**src/rtl/alu_issue_pkg.sv**
```systemverilog
// ============================================================================
// alu_issue_pkg : ALU op / MIPS opcode+funct constants, issue FSM states,
//                 issue entry type. Revision 1.0
// ============================================================================
`timescale 1ns/1ps
`default_nettype none

package alu_issue_pkg;

  localparam int C_DW  = 32;
  localparam int C_OPW = 4;

  localparam logic [C_OPW-1:0] ALUOP_ADD = 4'd0;
  localparam logic [C_OPW-1:0] ALUOP_SUB = 4'd1;
  localparam logic [C_OPW-1:0] ALUOP_AND = 4'd2;
  localparam logic [C_OPW-1:0] ALUOP_OR  = 4'd3;
  localparam logic [C_OPW-1:0] ALUOP_NOR = 4'd4;
  localparam logic [C_OPW-1:0] ALUOP_SLT = 4'd5;

  localparam logic [5:0] OPC_RTYPE = 6'h00;
  localparam logic [5:0] OPC_ADDI  = 6'h08;
  localparam logic [5:0] OPC_ADDIU = 6'h09;
  localparam logic [5:0] OPC_SLTI  = 6'h0A;
  localparam logic [5:0] OPC_ANDI  = 6'h0C;
  localparam logic [5:0] OPC_ORI   = 6'h0D;

  localparam logic [5:0] FUNCT_ADD  = 6'h20;
  localparam logic [5:0] FUNCT_ADDU = 6'h21;
  localparam logic [5:0] FUNCT_SUB  = 6'h22;
  localparam logic [5:0] FUNCT_SUBU = 6'h23;
  localparam logic [5:0] FUNCT_AND  = 6'h24;
  localparam logic [5:0] FUNCT_OR   = 6'h25;
  localparam logic [5:0] FUNCT_NOR  = 6'h27;
  localparam logic [5:0] FUNCT_SLT  = 6'h2A;

  typedef enum logic [1:0] {
    EMPTY = 2'd0,
    ONE   = 2'd1,
    TWO   = 2'd2
  } state_e;

  typedef struct packed {
    logic [C_OPW-1:0] op;
    logic [C_DW-1:0]  p1;
    logic [C_DW-1:0]  p2;
    logic [4:0]       dst;
    logic             illegal;
  } issue_t;

  localparam issue_t ISSUE_RESET = '{op: ALUOP_ADD, p1: '0, p2: '0, dst: '0, illegal: 1'b0};

endpackage

`default_nettype wire

```
**src/rtl/alu_issue_dec.sv**
```systemverilog
// ============================================================================
// alu_issue_dec : combinational MIPS decode to ALU op, operands, destination.
// Revision 1.0
// ============================================================================
`timescale 1ns/1ps
`default_nettype none

module alu_issue_dec
  import alu_issue_pkg::*;
(
  input  logic [31:0] instr_i,
  input  logic [31:0] rs_val_i,
  input  logic [31:0] rt_val_i,
  output logic [3:0]  op_o,
  output logic [31:0] p1_o,
  output logic [31:0] p2_o,
  output logic [4:0]  dst_o,
  output logic        illegal_o
);

  logic [5:0]  w_opcode;
  logic [5:0]  w_funct;
  logic [31:0] w_imm_sx;
  logic [31:0] w_imm_zx;
  logic        w_legal;
  logic        unused_rs_field;

  assign w_opcode = instr_i[31:26];
  assign w_funct  = instr_i[5:0];
  assign w_imm_sx = {{16{instr_i[15]}}, instr_i[15:0]};
  assign w_imm_zx = {16'h0000, instr_i[15:0]};
  // Operand values arrive already read; the rs register index is not needed here.
  assign unused_rs_field = ^instr_i[25:21];

  always_comb begin
    op_o    = ALUOP_ADD;
    p1_o    = rs_val_i;
    p2_o    = rt_val_i;
    dst_o   = instr_i[15:11];
    w_legal = 1'b1;
    if (w_opcode == OPC_RTYPE) begin
      case (w_funct)
        FUNCT_ADD, FUNCT_ADDU: op_o = ALUOP_ADD;
        FUNCT_SUB, FUNCT_SUBU: op_o = ALUOP_SUB;
        FUNCT_AND:             op_o = ALUOP_AND;
        FUNCT_OR:              op_o = ALUOP_OR;
        FUNCT_NOR:             op_o = ALUOP_NOR;
        FUNCT_SLT:             op_o = ALUOP_SLT;
        default:               w_legal = 1'b0;
      endcase
    end else begin
      dst_o = instr_i[20:16];
      case (w_opcode)
        OPC_ADDI, OPC_ADDIU: begin op_o = ALUOP_ADD; p2_o = w_imm_sx; end
        OPC_SLTI:            begin op_o = ALUOP_SLT; p2_o = w_imm_sx; end
        OPC_ANDI:            begin op_o = ALUOP_AND; p2_o = w_imm_zx; end
        OPC_ORI:             begin op_o = ALUOP_OR;  p2_o = w_imm_zx; end
        default:             w_legal = 1'b0;
      endcase
    end
    // Undecodable words still issue, but as an inert ADD 0,0 -> r0.
    if (!w_legal) begin
      op_o  = ALUOP_ADD;
      p1_o  = '0;
      p2_o  = '0;
      dst_o = '0;
    end
    illegal_o = !w_legal;
  end

endmodule

`default_nettype wire

```
**src/rtl/alu_issue.sv**
```systemverilog
// ============================================================================
// alu_issue : decode + 2-entry valid/ready skid register feeding the ALU.
// Optional macro ALU_ISSUE_STATS_EN adds saturating issued/illegal counters.
// Revision 1.0
// ============================================================================
`timescale 1ns/1ps
`default_nettype none

module alu_issue
  import alu_issue_pkg::*;
#(
  parameter int DW  = 32,
  parameter int OPW = 4
) (
  input  logic           clk_i,
  input  logic           rst_n_i,
  input  logic           in_valid_i,
  output logic           in_ready_o,
  input  logic [31:0]    instr_i,
  input  logic [DW-1:0]  rs_val_i,
  input  logic [DW-1:0]  rt_val_i,
  output logic           out_valid_o,
  input  logic           out_ready_i,
  output logic [DW-1:0]  param_1_o,
  output logic [DW-1:0]  param_2_o,
  output logic [OPW-1:0] alu_op_o,
  output logic [4:0]     dst_o,
  output logic           illegal_o
`ifdef ALU_ISSUE_STATS_EN
  ,
  output logic [31:0]    issued_cnt_o,
  output logic [31:0]    illegal_cnt_o
`endif
);

  state_e state_q, state_d;
  issue_t main_q, main_d;
  issue_t skid_q, skid_d;
  issue_t dec_w;
  logic   in_fire_w;
  logic   out_fire_w;

  logic [3:0]  dec_op_w;
  logic [31:0] dec_p1_w;
  logic [31:0] dec_p2_w;
  logic [4:0]  dec_dst_w;
  logic        dec_ill_w;

  alu_issue_dec u_dec (
    .instr_i   (instr_i),
    .rs_val_i  (rs_val_i),
    .rt_val_i  (rt_val_i),
    .op_o      (dec_op_w),
    .p1_o      (dec_p1_w),
    .p2_o      (dec_p2_w),
    .dst_o     (dec_dst_w),
    .illegal_o (dec_ill_w)
  );

  assign dec_w = '{op: dec_op_w, p1: dec_p1_w, p2: dec_p2_w, dst: dec_dst_w, illegal: dec_ill_w};

  // Gated by rst_n_i so upstream sees no room for the whole reset window.
  assign in_ready_o  = rst_n_i & (state_q != TWO);
  assign out_valid_o = (state_q != EMPTY);
  assign in_fire_w   = in_valid_i & in_ready_o;
  assign out_fire_w  = out_valid_o & out_ready_i;

  always_comb begin
    state_d = state_q;
    main_d  = main_q;
    skid_d  = skid_q;
    case (state_q)
      EMPTY: begin
        if (in_fire_w) begin
          state_d = ONE;
          main_d  = dec_w;
        end
      end
      ONE: begin
        if (in_fire_w && out_fire_w) begin
          main_d = dec_w;
        end else if (in_fire_w) begin
          state_d = TWO;
          skid_d  = dec_w;
        end else if (out_fire_w) begin
          state_d = EMPTY;
        end
      end
      TWO: begin
        if (out_fire_w) begin
          state_d = ONE;
          main_d  = skid_q;
        end
      end
      default: state_d = EMPTY;
    endcase
  end

  always_ff @(posedge clk_i or negedge rst_n_i) begin
    if (!rst_n_i) begin
      state_q <= EMPTY;
      main_q  <= ISSUE_RESET;
      skid_q  <= ISSUE_RESET;
    end else begin
      state_q <= state_d;
      main_q  <= main_d;
      skid_q  <= skid_d;
    end
  end

  assign param_1_o = main_q.p1;
  assign param_2_o = main_q.p2;
  assign alu_op_o  = main_q.op;
  assign dst_o     = main_q.dst;
  assign illegal_o = main_q.illegal;

`ifdef ALU_ISSUE_STATS_EN
  logic [31:0] issued_cnt_q;
  logic [31:0] illegal_cnt_q;

  always_ff @(posedge clk_i or negedge rst_n_i) begin
    if (!rst_n_i) begin
      issued_cnt_q  <= '0;
      illegal_cnt_q <= '0;
    end else if (out_fire_w) begin
      if (issued_cnt_q != 32'hFFFF_FFFF) issued_cnt_q <= issued_cnt_q + 32'd1;
      if (main_q.illegal && (illegal_cnt_q != 32'hFFFF_FFFF)) illegal_cnt_q <= illegal_cnt_q + 32'd1;
    end
  end

  assign issued_cnt_o  = issued_cnt_q;
  assign illegal_cnt_o = illegal_cnt_q;
`endif

endmodule

`default_nettype wire

```
**config.mk**
```make
export PLATFORM = sky130hd
export DESIGN_NAME = alu_issue
export DESIGN_NICKNAME = d
export VERILOG_FILES = /design/src/rtl/alu_issue_pkg.sv /design/src/rtl/alu_issue_dec.sv /design/src/rtl/alu_issue.sv
export SDC_FILE = /design/constraint.sdc
export NUM_CORES = 1
export LEC_CHECK = 0
export BUFFER_PORTS_ARGS = -buffer_cell sky130_fd_sc_hd__buf_2
export CORE_ASPECT_RATIO = 0.8
export CORE_MARGIN = 1
export CORE_UTILIZATION = 47
export CTS_CLUSTER_DIAMETER = 200
export DETAILED_ROUTE_END_ITERATION = 7
export PLACE_DENSITY_LB_ADDON = 0.2
export SLEW_MARGIN = 20
export SYNTH_ARGS = -nofsm -noshare
export SYNTH_HDL_FRONTEND = slang
export SYNTH_SLANG_ARGS = --single-unit
```
**constraint.sdc**
```tcl
create_clock -name clk_i -period 3 [get_ports clk_i]
set_clock_uncertainty 0.15 [all_clocks]
set_input_delay 0.15 -clock clk_i [delete_from_list [all_inputs] [get_ports clk_i]]
set_output_delay 0.15 -clock clk_i [all_outputs]
set_load 0.005 [all_outputs]
```
# [Yosys cells after proc, flatten, opt, wreduce, memory -nomap -nowiden]
# Index checks and enable logic that the tools add are counted.
# Widths: inputs -> output; s select.
[op_classes] eq_ne=21 muxes=23 bitwise_logic=4 n_reduce_logical=14
[ops] cell="$mux 74" n=3
[ops] cell="$pmux 74 s3" n=1
[ops] cell="$mux 32" n=3
[ops] cell="$pmux 32 s2" n=1
[ops] cell="$eq 6x6->1 const B" n=8
[ops] cell="$eq 6x4->1 const B" n=5
[ops] cell="$pmux 3 s5" n=1
[ops] cell="$mux 2" n=5
[ops] cell="$mux 5" n=2
[ops] cell="$ne 2x2->1 const B" n=5
[ops] cell="$pmux 3 s3" n=1
[ops] cell="$mux 4" n=2
[ops] cell="$reduce_and 4->1" n=2
[ops] cell="$reduce_or 8->1" n=1
[ops] cell="$logic_not 6->1" n=1
[ops] cell="$pmux 2 s3" n=1
[ops] cell="$reduce_or 5->1" n=1
[ops] cell="$reduce_or 2->1" n=2
[ops] cell="$and 1x1->1" n=3
[ops] cell="$mux 1" n=3
[ops] cell="$ne 3x3->1 const B" n=1
[ops] cell="$reduce_and 3->1" n=1
[ops] cell="$reduce_bool 3->1" n=1
[ops] cell="$reduce_or 3->1" n=1
[ops] cell="other kinds (7)" n=7
[totals] ff_bits=150 in_bits=100

# [Depth between registers and ports, before layout]
[depth] word_depth=7 depth_mapped=7

# [Hierarchy]
# From an unflattened synthesis, not the netlist that was laid out.
[unflattened] hier_cells=552 area_unflattened_um2=7225.7
[by_module_without_submodules] module="alu_issue" n_inst=1 cells_per_inst=426 area_each_um2=6399.9
[by_module_without_submodules] module="alu_issue_dec" n_inst=1 cells_per_inst=126 area_each_um2=825.8

# [Worst setup path after synthesis]
# No wires, ideal clock.
[synth_path] kind="reg-to-reg" start="reg state_q[0]" end="reg main_q, in the netlist param_2_o[22]" setup_time_ns=0.128 arrival_time_ns=1.434 t_required_ns=2.722 path_slack_ns=1.288 path_stages_with_launch=6 path_buffers=1 path_cell_list="dfrtp_1 -> nor2b_1 -> or3_1 -> nor2_2 -> buf_2 -> a211oi_1"
[synth_between] elab_chain_len=6 word_cells_on_any_way=15 classes_between="eq/ne (6); mux (1); bitwise (3); reduce/logical (5)"
[synth_lines] element="start, declared" line_no="alu_issue.sv:36" rtl="state_e state_q, state_d;"
[synth_lines] element="start signal, assigned" line_no="alu_issue.sv:105" rtl="state_q <= state_d;"
[synth_lines] element="$ne 2x2->1" line_no="alu_issue.sv:63" rtl="assign in_ready_o = rst_n_i & (state_q != TWO);"
[synth_lines] element="$and 1x1->1" line_no="alu_issue.sv:63"
[synth_lines] element="$and 1x1->1" line_no="alu_issue.sv:65" rtl="assign in_fire_w = in_valid_i & in_ready_o;"
[synth_lines] element="$logic_and 1x1->1" line_no="alu_issue.sv:80" rtl="if (in_fire_w && out_fire_w) begin"
[synth_lines] element="$ne 2x2->1 (no source line)"
[synth_lines] element="$reduce_and 4->1 (no source line)"
[synth_lines] element="end signal, assigned" line_no="alu_issue.sv:106" rtl="main_q <= main_d;"
[synth_lines] element="end, declared" line_no="alu_issue.sv:37" rtl="issue_t main_q, main_d;"
# Parallel ways exist; a longest one is shown, timed or not.
# A chain may end at the register's enable or synchronous reset.

# [Final worst setup path]
[layout_path] start="reg state_q[0]" end="out in_ready_o"
[layout_between] elab_chain_len=2
[layout_lines] element="$ne 2x2->1" line_no="alu_issue.sv:63"
[layout_lines] element="$and 1x1->1" line_no="alu_issue.sv:63"
[layout_lines] element="end, declared" line_no="alu_issue.sv:18" rtl="output logic in_ready_o,"
# Every way passes these cells.

==> impl_metrics.env <==
export IMPL_status="finished clean"
export IMPL_fp_dieArea_um2=15090
export IMPL_grt_max_degree=150
export IMPL_routed_via_count=6612
export IMPL_clkLatencyLatePin_ps=420
export IMPL_crit_top_cell="buf_4"
export IMPL_clock_tree_buffer_depth=2
export IMPL_critical_path_arrival_ps=2510
export IMPL_antenna_violating_nets_post_route=0
export IMPL_achievable_frequency_ghz=0.3563
export IMPL_syn_instance_count=730
export IMPL_antenna_found_initial=0
export IMPL_finalWirelength_um=20230
export IMPL_preCtsSetupSlack_ps=519.8
export IMPL_hold_fails_final_rpt=0
export IMPL_nFillCells=1121
export IMPL_peakVddDrop_mv=0.5659
export IMPL_grt_pass1_vias=6490
export IMPL_postSynth_topFlopCell="dfrtp_1"
export IMPL_core_um2=14250
export IMPL_place_gp_congestion=0.8543
export IMPL_tritoncts="yes"
export IMPL_floorplan_initialDensity_pct=48.16
export IMPL_power_mw=6.004
export IMPL_share_of_final_layout_standard_cells_stronger_than_drive_strength_1_pct=23.79
export IMPL_postSynthRegisterBits=148
export IMPL_timing_hold_worst_class="in2reg"
export IMPL_postLayoutCellArea_um2=9383
export IMPL_port_buffers=169
export IMPL_synth_enable_flop_cells=0
export IMPL_htree_levels=4
export IMPL_worst_setup_path_start_kind="flip-flop"
export IMPL_synth_warnings=0
export IMPL_power_density_nw_per_um2=639.9
export IMPL_fin_util_pct=65.85
export IMPL_row_count=39
export IMPL_syn2layout_area_growth_pct=36.74
export IMPL_grt_ovfl_total=0
export IMPL_timing_max_slew_rel_slack_pct=38.13
export IMPL_vias_per_cell=5.705
export IMPL_critical_path_cell_chain="buf_4 > nand2b_1 > buf_4 > and2_1 > buf_2"
export IMPL_post_cts_buffers=0
export IMPL_die_height_um=110.1
export IMPL_worst_slack_ps=193.1
export IMPL_root_buffer="clkbuf_16"
export IMPL_placed_instance_count=1035
export IMPL_end_kind="output port"
export IMPL_multi_input_comb_area_um2=2851
export IMPL_postPlaceCellArea_um2=7824
export IMPL_drt_pass1_iter_count=5
export IMPL_post_synth_top_area_fraction_pct=53.98
export IMPL_clk_pin_slew_ps=60
export IMPL_synthesis_area_per_instance_um2=9.399
export IMPL_first_pass_grt_wire_length_um=31980
export IMPL_rsz0062_at_grt="no"
export IMPL_syn_cell_area_um2=6862
export IMPL_ys_top_cells_by_count="148 x dfrtp_1, 104 x nand2_1, 79 x a21oi_1, 73 x nor2_1, 64 x o21ai_0"
export IMPL_synth_fp_nets=830
export IMPL_final_max_slew_violation_count=0
export IMPL_critPathSlowestCell="dfrtp_1"
export IMPL_number_of_max_cap_violations=0
export IMPL_detailedRoute_firstIterationViolations=485
export IMPL_average_wire_per_standard_cell_um=17.45
export IMPL_finalCriticalPeriod_ps=2807
export IMPL_clock_sink_count=148
export IMPL_final_net_count=1062
export IMPL_area_sequential_um2=3704
export IMPL_detailedPlacementHpwl_um=12170
export IMPL_worst_ep_required_time_ps=2700
export IMPL_synthMostInstantiatedCell="dfrtp_1"
export IMPL_setup_violations=0
export IMPL_leakagePower_nw=4.202
export IMPL_yosysTopAreaCell="dfrtp_1"
export IMPL_fin_worst_hold_slack_ps=17.64
export IMPL_count_of_distinct_cell_types_in_the_synthesized_netlist=45
export IMPL_global_route_usage_total_pct=27.84
export IMPL_fin_tns_setup_ps=0
export IMPL_antenna_diode_count=0
export IMPL_timing_final_crit_share_pct=93.56
export IMPL_dieWidth_um=137.1
export IMPL_route_detailed_drc=0
export IMPL_top_cells_by_area_synth="dfrtp_1 54%, a21oi_1 5.8%, nand2_1 5.7%"
export IMPL_cts_resized=0
export IMPL_cts_buffers_inserted=17
export IMPL_max_stage_delay_ps=710
export IMPL_postCtsHoldBufs=92
export IMPL_io_pins=176
export IMPL_seq_area_frac_synth_pct=53.98
export IMPL_worst_tran_pin_value_ps=928.1
export IMPL_synthArstFlopShare_pct=100.0
export IMPL_stdcell_count=1159
export IMPL_criticalPathCategory="reg2out"
export IMPL_critical_path_max_fanout=29
## critical path, delay by kind of cell, from the launching register on
family        cells  cell delay (ps)
simple gates      2              520
buf+inv           3              850
flops             1              710
## state kept, by name, indices dropped and copies added, names as in the netlist
register   flops
alu_op_o       3
dst_o          5
illegal_o      1
param_1_o     32
param_2_o     32
skid_q        73
state_q        2
## metal layers
metal,GRT usage (%),wire length (um),vias up
li1,-,-,3082
met1,35.64,8402,3214
met2,46.07,10040,288
met3,6.539,1483,28
met4,10.60,305,0
met5,0,0,-
## cell type report
class                      instances  share of cell area (%)
inverter                           1                 0.04001
multi-input combinational        512                   30.39
clock inverter                     8                   1.560
tap                              184                   2.454
sequential                       148                   39.47
timing repair buffer             282                   20.84
clock buffer                      24                   5.241
## report_power, final
group | switching (mW) | internal [mW]
registers | 0.237 | 2.39
logic | 0.576 | 0.510
clock network | 0.807 | 1.48
total | 1.62 | 4.38
## path summary, 6_finish.rpt
check / startpoint / cells after the start / slack, ps / to
hold / removal: instr_i[2] / 3 / 20 / skid_q[8]$_DFFE_PN0P_
min in group asynchronous: rst_n_i / 3 / 190 / param_2_o[13]$_DFFE_PN0P_
max in group asynchronous: rst_n_i / 3 / 1720 / skid_q[51]$_DFFE_PN0P_
hold reg to reg: skid_q[39]$_DFFE_PN0P_ / 2 / 330 / skid_q[39]$_DFFE_PN0P_
setup / recovery: state_q[0]$_DFFE_PN0P_ / 5 / 190 / in_ready_o
setup reg to reg: state_q[0]$_DFFE_PN0P_ / 5 / 250 / skid_q[71]$_DFFE_PN0P_
## cells in the final DEF, fill, tap and decap left out, types with 2 or more instances in the layout
| cell | count |
|---|---|
| a211oi_1 | 31 |
| nand2_1 | 104 |
| buf_4 | 19 |
| nand3_1 | 16 |
| dlygate4sd3_1 | 92 |
| or3_1 | 3 |
| nor3b_1 | 3 |
| and3b_1 | 3 |
| nand2b_1 | 4 |
| buf_2 | 168 |
| clkbuf_1 | 3 |
| buf_12 | 2 |
| o22ai_1 | 6 |
| nor2b_1 | 5 |
| dfrtp_1 | 148 |
| a32oi_1 | 22 |
| bufinv_16 | 4 |
| and3_1 | 4 |
| nor3_1 | 32 |
| o21ai_1 | 5 |
| clkinv_2 | 2 |
| a21oi_1 | 78 |
| mux2_2 | 2 |
| o21ai_0 | 64 |
| nor2_1 | 73 |
| and4b_1 | 34 |
| nor2_2 | 2 |
| clkbuf_16 | 17 |
| a221o_1 | 2 |
| clkbuf_8 | 4 |
## kinds of logic (layout without fill, tap and decap cells)
logic type	Yosys count	after routing	share of synthesized area (%)
AO/OA/AOI/OAI	217	217	19.04
XOR/XNOR	1	1	0.1277
buffers and inverters	70	315	5.051
flip-flops	148	148	53.98
multiplexers	3	3	0.4741
other	1	1	0.05465
AND/OR/NAND/NOR	290	290	21.28
Power figures use the tool's default switching activity.
